## src/rtl/mem_arbiter_n.sv

```systemverilog
// mem_arbiter_n: N-port cacheline arbiter that latches the granted request and routes the response back.
// Define MEM_ARB_RR_EN for round-robin arbitration; otherwise fixed priority (lowest index wins).
module mem_arbiter_n #(
  parameter int NUM_PORTS = 2,
  parameter int ADDR_W = 32,
  parameter int LINE_W = 256,
  parameter int IDX_W = (NUM_PORTS > 2) ? $clog2(NUM_PORTS) : 1
) (
  input  logic                        clk,
  input  logic                        rst,
  input  logic [NUM_PORTS*ADDR_W-1:0] req_addr,
  input  logic [NUM_PORTS-1:0]        req_read,
  input  logic [NUM_PORTS-1:0]        req_write,
  input  logic [NUM_PORTS*LINE_W-1:0] req_wdata,
  output logic [NUM_PORTS-1:0]        resp,
  output logic [LINE_W-1:0]           resp_rdata,
  output logic [ADDR_W-1:0]           mem_addr,
  output logic                        mem_read,
  output logic                        mem_write,
  output logic [LINE_W-1:0]           mem_wdata,
  input  logic [LINE_W-1:0]           mem_rdata,
  input  logic                        mem_resp,
  output logic                        busy,
  output logic [IDX_W-1:0]            grant_idx
);
  typedef enum logic {IDLE, BUSY} state_t;
  state_t r_state, w_next;
  logic [ADDR_W-1:0] r_addr;
  logic [LINE_W-1:0] r_wdata;
  logic r_write;
  logic [IDX_W-1:0] r_owner, w_win;
  logic [NUM_PORTS-1:0] w_req;
  logic w_grant;
  assign w_req = req_read | req_write;
  assign w_grant = (r_state == IDLE) && |w_req;
`ifdef MEM_ARB_RR_EN
  logic [IDX_W-1:0] r_last, w_cand;
  logic w_found;
  // Search begins just past the previous owner so every requester is eventually served.
  always_comb begin
    w_win = '0;
    w_cand = '0;
    w_found = 1'b0;
    for (int k = 1; k <= NUM_PORTS; k++) begin
      w_cand = IDX_W'((int'(r_last) + k) % NUM_PORTS);
      if (!w_found && w_req[w_cand]) begin
        w_win = w_cand;
        w_found = 1'b1;
      end
    end
  end
  always_ff @(posedge clk)
    if (rst) r_last <= IDX_W'(NUM_PORTS - 1);
    else if (w_grant) r_last <= w_win;
`else
  always_comb begin
    w_win = '0;
    for (int k = NUM_PORTS - 1; k >= 0; k--)
      if (w_req[k]) w_win = IDX_W'(k);
  end
`endif
  always_comb w_next = (r_state == IDLE) ? (|w_req ? BUSY : IDLE) : (mem_resp ? IDLE : BUSY);
  always_ff @(posedge clk) begin
    if (rst) begin
      r_state <= IDLE;
      r_addr <= '0;
      r_wdata <= '0;
      r_write <= 1'b0;
      r_owner <= '0;
    end else begin
      r_state <= w_next;
      if (w_grant) begin
        r_addr <= req_addr[int'(w_win)*ADDR_W +: ADDR_W];
        r_wdata <= req_wdata[int'(w_win)*LINE_W +: LINE_W];
        r_write <= req_write[w_win];
        r_owner <= w_win;
      end
    end
  end
  assign busy = (r_state == BUSY);
  assign mem_read = busy && !r_write;
  assign mem_write = busy && r_write;
  assign mem_addr = r_addr;
  assign mem_wdata = r_wdata;
  assign grant_idx = r_owner;
  assign resp = (busy && mem_resp) ? NUM_PORTS'(1) << r_owner : '0;
  assign resp_rdata = |resp ? mem_rdata : '0;
endmodule

```

## config.mk

```make
export PLATFORM = sky130hd
export DESIGN_NAME = mem_arbiter_n
export DESIGN_NICKNAME = d
export VERILOG_FILES = /design/src/rtl/mem_arbiter_n.sv
export SDC_FILE = /design/constraint.sdc
export NUM_CORES = 1
export LEC_CHECK = 0
export BUFFER_PORTS_ARGS = -buffer_cell sky130_fd_sc_hd__buf_2
export CORE_AREA = 2 2 539 541
export CTS_BUF_LIST = sky130_fd_sc_hd__clkbuf_4 sky130_fd_sc_hd__clkbuf_8 sky130_fd_sc_hd__clkbuf_16
export CTS_CLUSTER_SIZE = 16
export DETAILED_ROUTE_END_ITERATION = 8
export DIE_AREA = 0 0 541 543
export HOLD_SLACK_MARGIN = 0.05
export PLACE_DENSITY = 0.31
export REMOVE_ABC_BUFFERS = 1
export SYNTH_ARGS = -nofsm -noshare
export SYNTH_HDL_FRONTEND = slang
export SYNTH_SLANG_ARGS = --single-unit
```

## constraint.sdc

```tcl
create_clock -name clk -period 2 [get_ports clk]
set_input_delay 0.2 -clock clk [delete_from_list [all_inputs] [get_ports clk]]
set_output_delay 0.2 -clock clk [all_outputs]
set_load 0.01 [all_outputs]
```

# Yosys cells after proc, flatten, opt, wreduce, memory -nomap -nowiden
# Index checks and enable logic that the tools add are counted.
# classes
order_cmp,1
n_shift,3
muxes,9
bitwise_logic,2
reduce_logical,7
# op_table
operator,count
$shiftx 512x10->256,1
$mux 256,1
$shiftx 64x7->32,1
$mux 1,7
$logic_and 1x1->1,4
$reduce_or 2->1,2
$lt 1x2->1 const B,1
$mux 2,1
$or 2x2->2,1
$shl 1x1->2 const A,1
$logic_not 1->1,1
$not 1->1,1
# totals
register_bits,291
in_bits,839
out_inout_bits,550
word_cells,27

# Depth between registers and ports, before layout
# Gate-level depths: netlist of the first run.
# logic_depth
ltp_word,5
depth_mapped,7

# Worst setup path before layout of the first run
# No wires, ideal clock.
# synth_timing
kind,reg2out
from,"register r_state, in the netlist busy"
to,output resp_rdata[158]
arrival_time_ns,1.262
t_required_ns,1.800
path_slack_ns,0.538
path_stages_with_launch,5
n_path_buf,3
path_cell_list,dfxtp_1 > buf_2 > clkbuf_1 > clkbuf_1 > and3_1
# synth_via
elab_chain_len,4
# synth_rtl
item,line_no,rtl
"start, declared",27,"state_t r_state, w_next;"
"start signal, assigned",71,r_state <= w_next;
$logic_and 1x1->1,86,assign resp = (busy && mem_resp) ? NUM_PORTS'(1) << r_owner : '0;
$mux 2,86,
$reduce_or 2->1,87,assign resp_rdata = |resp ? mem_rdata : '0;
$mux 256,87,
"end, declared",16,"output logic [LINE_W-1:0] resp_rdata,"
# No other way between the ends.

# Worst setup path after layout of the first run
# layout_timing
from,"register r_state, in the netlist busy"
to,output resp_rdata[43]
# Same word-level chain as after synthesis.

==> results of run 1 <==
-- state kept, by name, indices dropped and copies added, names as in the netlist --
signal,flops
r_write,1
grant_idx,1
mem_wdata,256
mem_addr,32
busy,1
-- area by class of cell --
type	count	share of cell area [%]
antenna	79	0.486
clock buffer	65	3.32
clock inverter	17	0.587
inverter	2	0.0830
multi-input combinational	1427	23.9
sequential	291	14.3
tap	3781	11.6
timing repair buffer	2195	45.7
-- stage by stage --
stage | TNS (ns) | power (mW) | area, um^2
after floorplan | -9085.72 | 8.81 | 14400
after global placement | -0.00792 | 13.0 | 28800
after detailed placement | -0.0234 | 12.9 | 28800
after CTS | -55.85 | 24.3 | 39600
after global routing | -55.50 | 25.1 | 40600
final | -34.46 | 24.1 | 40700
-- layout by cell type (no fill, tap or decap), types with 17 or more instances in the layout --
cell type / synthesis / layout
sky130_fd_sc_hd__a21oi_1: 292 / 291
sky130_fd_sc_hd__and3_1: 257 / 38
sky130_fd_sc_hd__nand3_1: 289 / 289
sky130_fd_sc_hd__and3_4: 0 / 217
sky130_fd_sc_hd__dfxtp_1: 291 / 290
sky130_fd_sc_hd__buf_8: 0 / 17
sky130_fd_sc_hd__buf_6: 55 / 165
sky130_fd_sc_hd__diode_2: 0 / 79
sky130_fd_sc_hd__buf_4: 6 / 94
sky130_fd_sc_hd__dlygate4sd3_1: 0 / 577
sky130_fd_sc_hd__clkbuf_16: 0 / 62
sky130_fd_sc_hd__a311oi_1: 288 / 282
sky130_fd_sc_hd__buf_2: 37 / 1144
sky130_fd_sc_hd__buf_12: 0 / 151
sky130_fd_sc_hd__o21ai_0: 287 / 287
sky130_fd_sc_hd__buf_16: 0 / 28
-- power by group --
group / switching, mW / internal [mW]
clock network: 3.71 / 5.24
registers: 0.340 / 6.37
logic: 4.51 / 3.89
total: 8.56 / 15.5
-- cells in the mapped netlist --
cell type and n:
sky130_fd_sc_hd__and3_1 257, sky130_fd_sc_hd__or2_1 1, sky130_fd_sc_hd__buf_1 2, sky130_fd_sc_hd__or2_2 1
sky130_fd_sc_hd__or4_1 1, sky130_fd_sc_hd__o21ai_0 287, sky130_fd_sc_hd__nor2_1 4, sky130_fd_sc_hd__buf_4 6
sky130_fd_sc_hd__nor2_4 1, sky130_fd_sc_hd__nand2_1 1, sky130_fd_sc_hd__clkbuf_2 1, sky130_fd_sc_hd__a21bo_1 1
sky130_fd_sc_hd__and2_1 1, sky130_fd_sc_hd__a21oi_1 292, sky130_fd_sc_hd__buf_6 55, sky130_fd_sc_hd__buf_2 37
sky130_fd_sc_hd__a211oi_1 2, sky130_fd_sc_hd__clkbuf_1 213, sky130_fd_sc_hd__o21ai_1 1, sky130_fd_sc_hd__nand3_1 289
sky130_fd_sc_hd__inv_1 2, sky130_fd_sc_hd__a311oi_1 288, sky130_fd_sc_hd__dfxtp_1 291
-- worst max-delay path, stage by stage (launching register included) --
cell and delay (ns):
sky130_fd_sc_hd__dfxtp_4 0.39, sky130_fd_sc_hd__buf_12 0.15, sky130_fd_sc_hd__buf_12 0.13, sky130_fd_sc_hd__buf_12 0.11, sky130_fd_sc_hd__buf_16 0.13, sky130_fd_sc_hd__and3_4 0.20
sky130_fd_sc_hd__buf_12 0.15
-- logic make-up (layout without fill, tap and decap cells) --
family,after synthesis,in the layout,share of synthesized area [%]
simple gates,556,556,19.4
buf+inv,316,2279,10.4
other cells,0,79,0
compound gates,871,871,33.9
flops,291,291,36.3
-- repair_timing --
| action | in CTS | in global routing |
|---|---|---|
| resized for setup | 553 | 146 |
| gates cloned | 31 | 20 |
| setup buffers | 31 | 21 |
| endpoints found under the hold margin | 289 | 0 |
| pin swaps | 7 | 24 |
| hold buffers | 577 | 0 |
| endpoints found under the setup margin | 260 | 391 |
-- layer usage --
metal  up-vias  wire length [um]
li1      11900                 -
met1     13200             87600
met2      1598            118000
met3       496             32500
met4       142             12200
met5         -               989
-- how the worst max path moves through the flow --
| stage | start | to | slack [ns] | depth (start not counted) |
|---|---|---|---|---|
| 2_1_floorplan | req_read[0] | mem_addr[0]$_SDFFE_PP0P_ | -29.84 | 3 |
| 3_3_place_gp | req_write[0] | mem_wdata[135]$_SDFFE_PP0P_ | -0.008 | 7 |
| 3_5_place_dp | req_write[0] | mem_wdata[135]$_SDFFE_PP0P_ | -0.02 | 7 |
| 4_1_cts | busy$_SDFF_PP0_ | resp_rdata[54] | -0.30 | 6 |
| 5_1_grt | busy$_SDFF_PP0_ | resp_rdata[155] | -0.28 | 6 |
| 6_report | busy$_SDFF_PP0_ | resp_rdata[43] | -0.22 | 6 |
==> impl_results.rst, run 1 <==
.. list-table::
   :header-rows: 1

   * - Metric
     - Value
   * - Floorplan die width
     - 541 um
   * - Highest achievable clock rate
     - ~450 MHz
   * - Critical path class
     - register to primary output
   * - Data required, critical path
     - roughly 1.8 ns
   * - Count of unresolved DRC violations after routing
     - 0
   * - Worst-path clk slew
     - 0.08 ns
   * - Arr. time, crit path
     - 2.02 ns
   * - Routed vias/inst
     - around 3.5
   * - Max-slew headroom
     - a little under three fifths
   * - Clk_lat worst skew
     - ~0.71 ns
   * - Routed wire length
     - roughly 250000 um
   * - # setup viols final
     - 263
   * - GRT Util Overall
     - 16.1%
   * - Die Span Y
     - 543 um
   * - Worst Hold Depth
     - 4
   * - Area of the mapped netlist
     - 16100 um^2
   * - Largest cells by area after synthesis
     - sky130_fd_sc_hd__dfxtp_1, sky130_fd_sc_hd__a311oi_1, sky130_fd_sc_hd__and3_1, sky130_fd_sc_hd__a21oi_1, sky130_fd_sc_hd__nand3_1
   * - # fillers
     - 33100
   * - Post-route clock period utilization
     - 111%
   * - R2R Path Start
     - busy$_SDFF_PP0_
   * - Register Area
     - 5830 um^2
   * - Number of DRC markers after the initial detailed-route iteration
     - 1676
   * - # placed instances
     - 7034
   * - Setup slack after placement
     - -0.0234 ns
   * - TritonCTS clock tree
     - built
   * - Count of warnings emitted by yosys
     - 0
   * - Number of failing hold endpoints at the final stage
     - 0
   * - Sort of element at the end of the critical path
     - primary output
   * - Cell chosen for the clock root
     - sky130_fd_sc_hd__clkbuf_16
   * - Startpoint Class
     - register
   * - Worst hold start
     - req_wdata[135]
   * - Post-detail-place hpwl
     - approximately 210000 um
   * - Layout cells sized above 1
     - 48.4%
   * - Router iterations before antenna repair
     - 5
   * - Final Wtd Congestion
     - 0.883
   * - Final Skew
     - 0.0776 ns
   * - Average wire length per cell after detail routing
     - 32.0 um
   * - Max-cap violation count
     - 0
   * - Static power due to leakage
     - 16.5 nW
   * - Top fanout value on the critical path
     - 7
   * - Core Region
     - 287000 um^2
   * - Antenna Violating Nets Remaining
     - 0
   * - Cell count after synthesis
     - 2034
   * - Slew at the pin closest to its max-slew limit
     - 0.649 ns
   * - Utilization after layout
     - 14.2%
   * - Antenna violations before repair
     - around 220
   * - H-tree depth
     - 2
   * - Status
     - complete, but fails checks
   * - Final Hold Slack
     - 0.118 ns
   * - Met1 layer usage reported by global route
     - between 10% and 20%
   * - Global route hottest layer
     - met2
   * - Post-synth top area share
     - 36.3%
   * - Number of buffers inserted during clock tree synthesis
     - 45
   * - Met2 Track Usage GR
     - 27.5%
   * - Unrepaired setup endpoints after global routing
     - true
   * - Hold/Removal Path Class
     - primary input to register
   * - Clock sink total
     - approximately 290
   * - Flip-flop and latch count after synthesis
     - 291
   * - Area of the die
     - 294000 um^2
   * - Power per Cell Area
     - a little under 600 nW/um^2
   * - Depth of the worst register-to-register path
     - 10
   * - Hold-critical path endpoint
     - mem_wdata[135]$_SDFFE_PP0P_
   * - Maximum number of pins on one net before global-route repair
     - 99
   * - Maximum clock insertion buffer count
     - 3
   * - Flop-to-flop setup slack
     - -0.03 ns
   * - Starting density of the core
     - about 5.6%
   * - Violations in the final reports
     - setup timing
   * - Port Buffers
     - 1388
   * - Total via count after detailed routing
     - 27300
   * - Post-layout min period
     - around 2.2 ns
   * - FF-to-FF End
     - mem_wdata[177]$_SDFFE_PP0P_
   * - GR Util met3
     - 8.74%
   * - Total Nets Final
     - 4801
   * - Layout overhead on the synthesized area
     - 154%
   * - Worst IR drop on VDD
     - approximately 520 uV
   * - Final Slew Violations
     - 0
   * - Vias in the first global route
     - 27500
   * - Number of primary I/O pins
     - 1389
   * - Setup slack of the critical path after layout
     - -0.221 ns
   * - Non-filler instance count after layout
     - 7857
   * - Total congestion overflow
     - 0
   * - Dominant cell type by area after synthesis
     - sky130_fd_sc_hd__dfxtp_1
   * - Sequential area share after synthesis
     - a little over a third
   * - Std-Cell Rows
     - 197
   * - Yosys cell types
     - 23
   * - Area occupied by multi-input gates
     - 9720 um^2
   * - Syn Area/Cell
     - between 7 and 8 um^2
   * - First-pass GRT wire length
     - 308000 um
Power figures use the tool's default switching activity.
==> run 2: changes to the inputs <==
- TNS_END_PERCENT: unset -> 1
==> run 2 against run 1 <==
The flow still finishes with violations (setup timing). Critical path depth unchanged. Non-clock buffer count decreased by 55. Sequential cell count unchanged. First-iteration DRC count increased by 2.4%. Fmax increased by 0.86%. Critical path type unchanged. Largest power group unchanged.
==> impl_results.rst, run 2 (same netlist as run 1, synthesis figures left out) <==
.. list-table::
   :header-rows: 1

   * - Metric
     - Value
   * - Cell chosen for the clock root
     - sky130_fd_sc_hd__clkbuf_16
   * - Average wire length per cell after detail routing
     - 31.3 um (-2.2%)
   * - Max-slew headroom
     - 55.3% (-0.94 points)
   * - Final Wtd Congestion
     - 0.883 (unchanged)
   * - Clk_lat worst skew
     - 0.71 ns (about the same)
   * - Antenna Violating Nets Remaining
     - 0 (unchanged)
   * - Register Area
     - 5830 um^2 (unchanged)
   * - Top fanout value on the critical path
     - 11 (+4)
   * - Slew at the pin closest to its max-slew limit
     - 0.663 ns (+0.0140 ns)
   * - Number of primary I/O pins
     - 1389 (unchanged)
   * - Post-layout min period
     - 2.20 ns (-0.0190 ns)
   * - Antenna violations before repair
     - 220 (-1.3%)
   * - Setup slack after placement
     - -0.0234 ns (unchanged)
   * - Core Region
     - 287000 um^2 (unchanged)
   * - Number of DRC markers after the initial detailed-route iteration
     - 1717 (+2.4%)
   * - Commonest non-fill, non-tap cell in the layout
     - sky130_fd_sc_hd__buf_2
   * - Highest achievable clock rate
     - 454 MHz (+0.86%)
   * - Floorplan die width
     - 541 um (unchanged)
   * - Vias in the first global route
     - 27200 (-0.99%)
   * - Max-cap violation count
     - 0 (unchanged)
   * - Final Hold Slack
     - 0.109 ns (-0.00843 ns)
   * - Status
     - complete, but fails checks
   * - Clock sink total
     - 291 (unchanged)
   * - Startpoint Class
     - register
   * - First-pass GRT wire length
     - 304000 um (-1.2%)
   * - Port Buffers
     - 1388 (unchanged)
   * - Total congestion overflow
     - 0 (unchanged)
   * - Setup_tns
     - -27.25 ns (+7.21 ns)
   * - Unrepaired setup endpoints after global routing
     - true
   * - Starting density of the core
     - 5.59% (unchanged)
   * - Maximum number of pins on one net before global-route repair
     - 99 (unchanged)
   * - Post-route clock period utilization
     - 110% (-0.95 points)
   * - Data required, critical path
     - 1.80 ns (about the same)
   * - Post-detail-place hpwl
     - 206000 um (unchanged)
   * - Router iterations before antenna repair
     - 5 (unchanged)
   * - H-tree depth
     - 2 (unchanged)
   * - Violations in the final reports
     - setup timing
   * - Static power due to leakage
     - 16.1 nW (-2.8%)
   * - Sort of element at the end of the critical path
     - primary output
   * - # fillers
     - 33300 (+0.54%)
   * - Total Nets Final
     - 4746 (-1.1%)
   * - Placed Instance Area
     - 28800 um^2 (unchanged)
   * - Routed wire length
     - 244000 um (-2.8%)
   * - TritonCTS clock tree
     - built
   * - Total via count after detailed routing
     - 27000 (-1.1%)
   * - Worst IR drop on VDD
     - 521 uV (+0.94%)
   * - Summed area of non-filler cells in the final layout
     - 38700 um^2 (-4.9%)
   * - Die Span Y
     - 543 um (unchanged)
   * - Layout overhead on the synthesized area
     - 141%
   * - Hold/Removal Path Class
     - primary input to register
   * - Final Slew Violations
     - 0 (unchanged)
   * - Number of failing hold endpoints at the final stage
     - 0 (unchanged)
   * - Critical path class
     - register to primary output
   * - Power per Cell Area
     - 602 nW/um^2 (+1.9%)
   * - Area occupied by multi-input gates
     - 9190 um^2 (-5.4%)
   * - Area of the die
     - 294000 um^2 (unchanged)
   * - Arr. time, crit path
     - 2.00 ns (-0.02 ns)
   * - Setup slack of the critical path after layout
     - -0.202 ns (+0.0190 ns)
   * - # setup viols final
     - 233 (-11%)
   * - Maximum clock insertion buffer count
     - 3 (unchanged)
   * - Utilization after layout
     - 13.5% (-0.69 points)
   * - Routed vias/inst
     - 3.46 (-0.40%)
   * - Worst-path clk slew
     - 0.08 ns (about the same)
   * - Non-filler instance count after layout
     - 7805 (-0.66%)
   * - Number of buffers inserted during clock tree synthesis
     - 45 (unchanged)
   * - Layout cells sized above 1
     - 45.0% (-3.4 points)
   * - Highest-count cells in the layout ignoring fill and taps
     - sky130_fd_sc_hd__buf_2, sky130_fd_sc_hd__dlygate4sd3_1, sky130_fd_sc_hd__a21oi_1
   * - GRT Util Overall
     - 15.9% (-0.21 points)
   * - Final Skew
     - 0.0753 ns (-0.00238 ns)
   * - Total power consumption of the routed design
     - 23.3 mW (-3.0%)
   * - Std-Cell Rows
     - 197 (unchanged)
   * - Count of unresolved DRC violations after routing
     - 0 (unchanged)
   * - Max reg flops
     - 256 (unchanged)
   * - # placed instances
     - 7034 (unchanged)
run 2: metal layers:
layer / up-vias / share of wire [%] / wire length [um] / global-route usage [%]
met5: - / 0.42 / 1020 / 0
met4: 146 / 3.9 / 9610 / 5.61
met3: 462 / 12 / 30100 / 8.42
met2: 1544 / 48 / 117000 / 27.4
met1: 13100 / 35 / 86300 / 16.3
li1: 11800 / - / - / -
run 2: worst max-delay path, cell delays in order (launching register included):
cell and delay (ns):
sky130_fd_sc_hd__dfxtp_4 0.37, sky130_fd_sc_hd__buf_12 0.14, sky130_fd_sc_hd__buf_4 0.13, sky130_fd_sc_hd__buf_12 0.13, sky130_fd_sc_hd__buf_16 0.15, sky130_fd_sc_hd__and3_4 0.18, sky130_fd_sc_hd__buf_12 0.14
run 2: path summary, 6_finish.rpt:
kind                                    from                          end  slack (ns)  cells after the start
setup / recovery             busy$_SDFF_PP0_              resp_rdata[223]       -0.20                      6
setup reg to reg             busy$_SDFF_PP0_  mem_wdata[109]$_SDFFE_PP0P_        0.14                      5
hold / removal                req_wdata[135]  mem_wdata[135]$_SDFFE_PP0P_        0.11                      4
hold reg to reg   mem_wdata[54]$_SDFFE_PP0P_   mem_wdata[54]$_SDFFE_PP0P_        0.51                      2
run 2: layout make-up:
cell class              instances  area share, %
clock inverters                17          0.617
flip-flops and latches        291           15.0
clock buffers                  65           3.49
repair buffers               2140           44.3
inverters                       2         0.0517
well taps                    3781           12.2
multi-input cells            1427           23.7
diodes                         82          0.530
run 2: what timing repair did:
action                                  4_1_cts  5_1_grt
pin swaps                                    12       21
endpoints found under the setup margin      260      257
endpoints found under the hold margin       289        0
cloned                                       15        1
resized for setup                           393       46
hold buffers                                577        0
setup buffers                                14        0
run 2: power by group:
group	switching, mW	internal [mW]	leakage, nW
combinational	4.25	3.45	12.8
clock	3.68	5.23	0.797
sequential	0.338	6.37	2.42
total	8.28	15.1	16.1
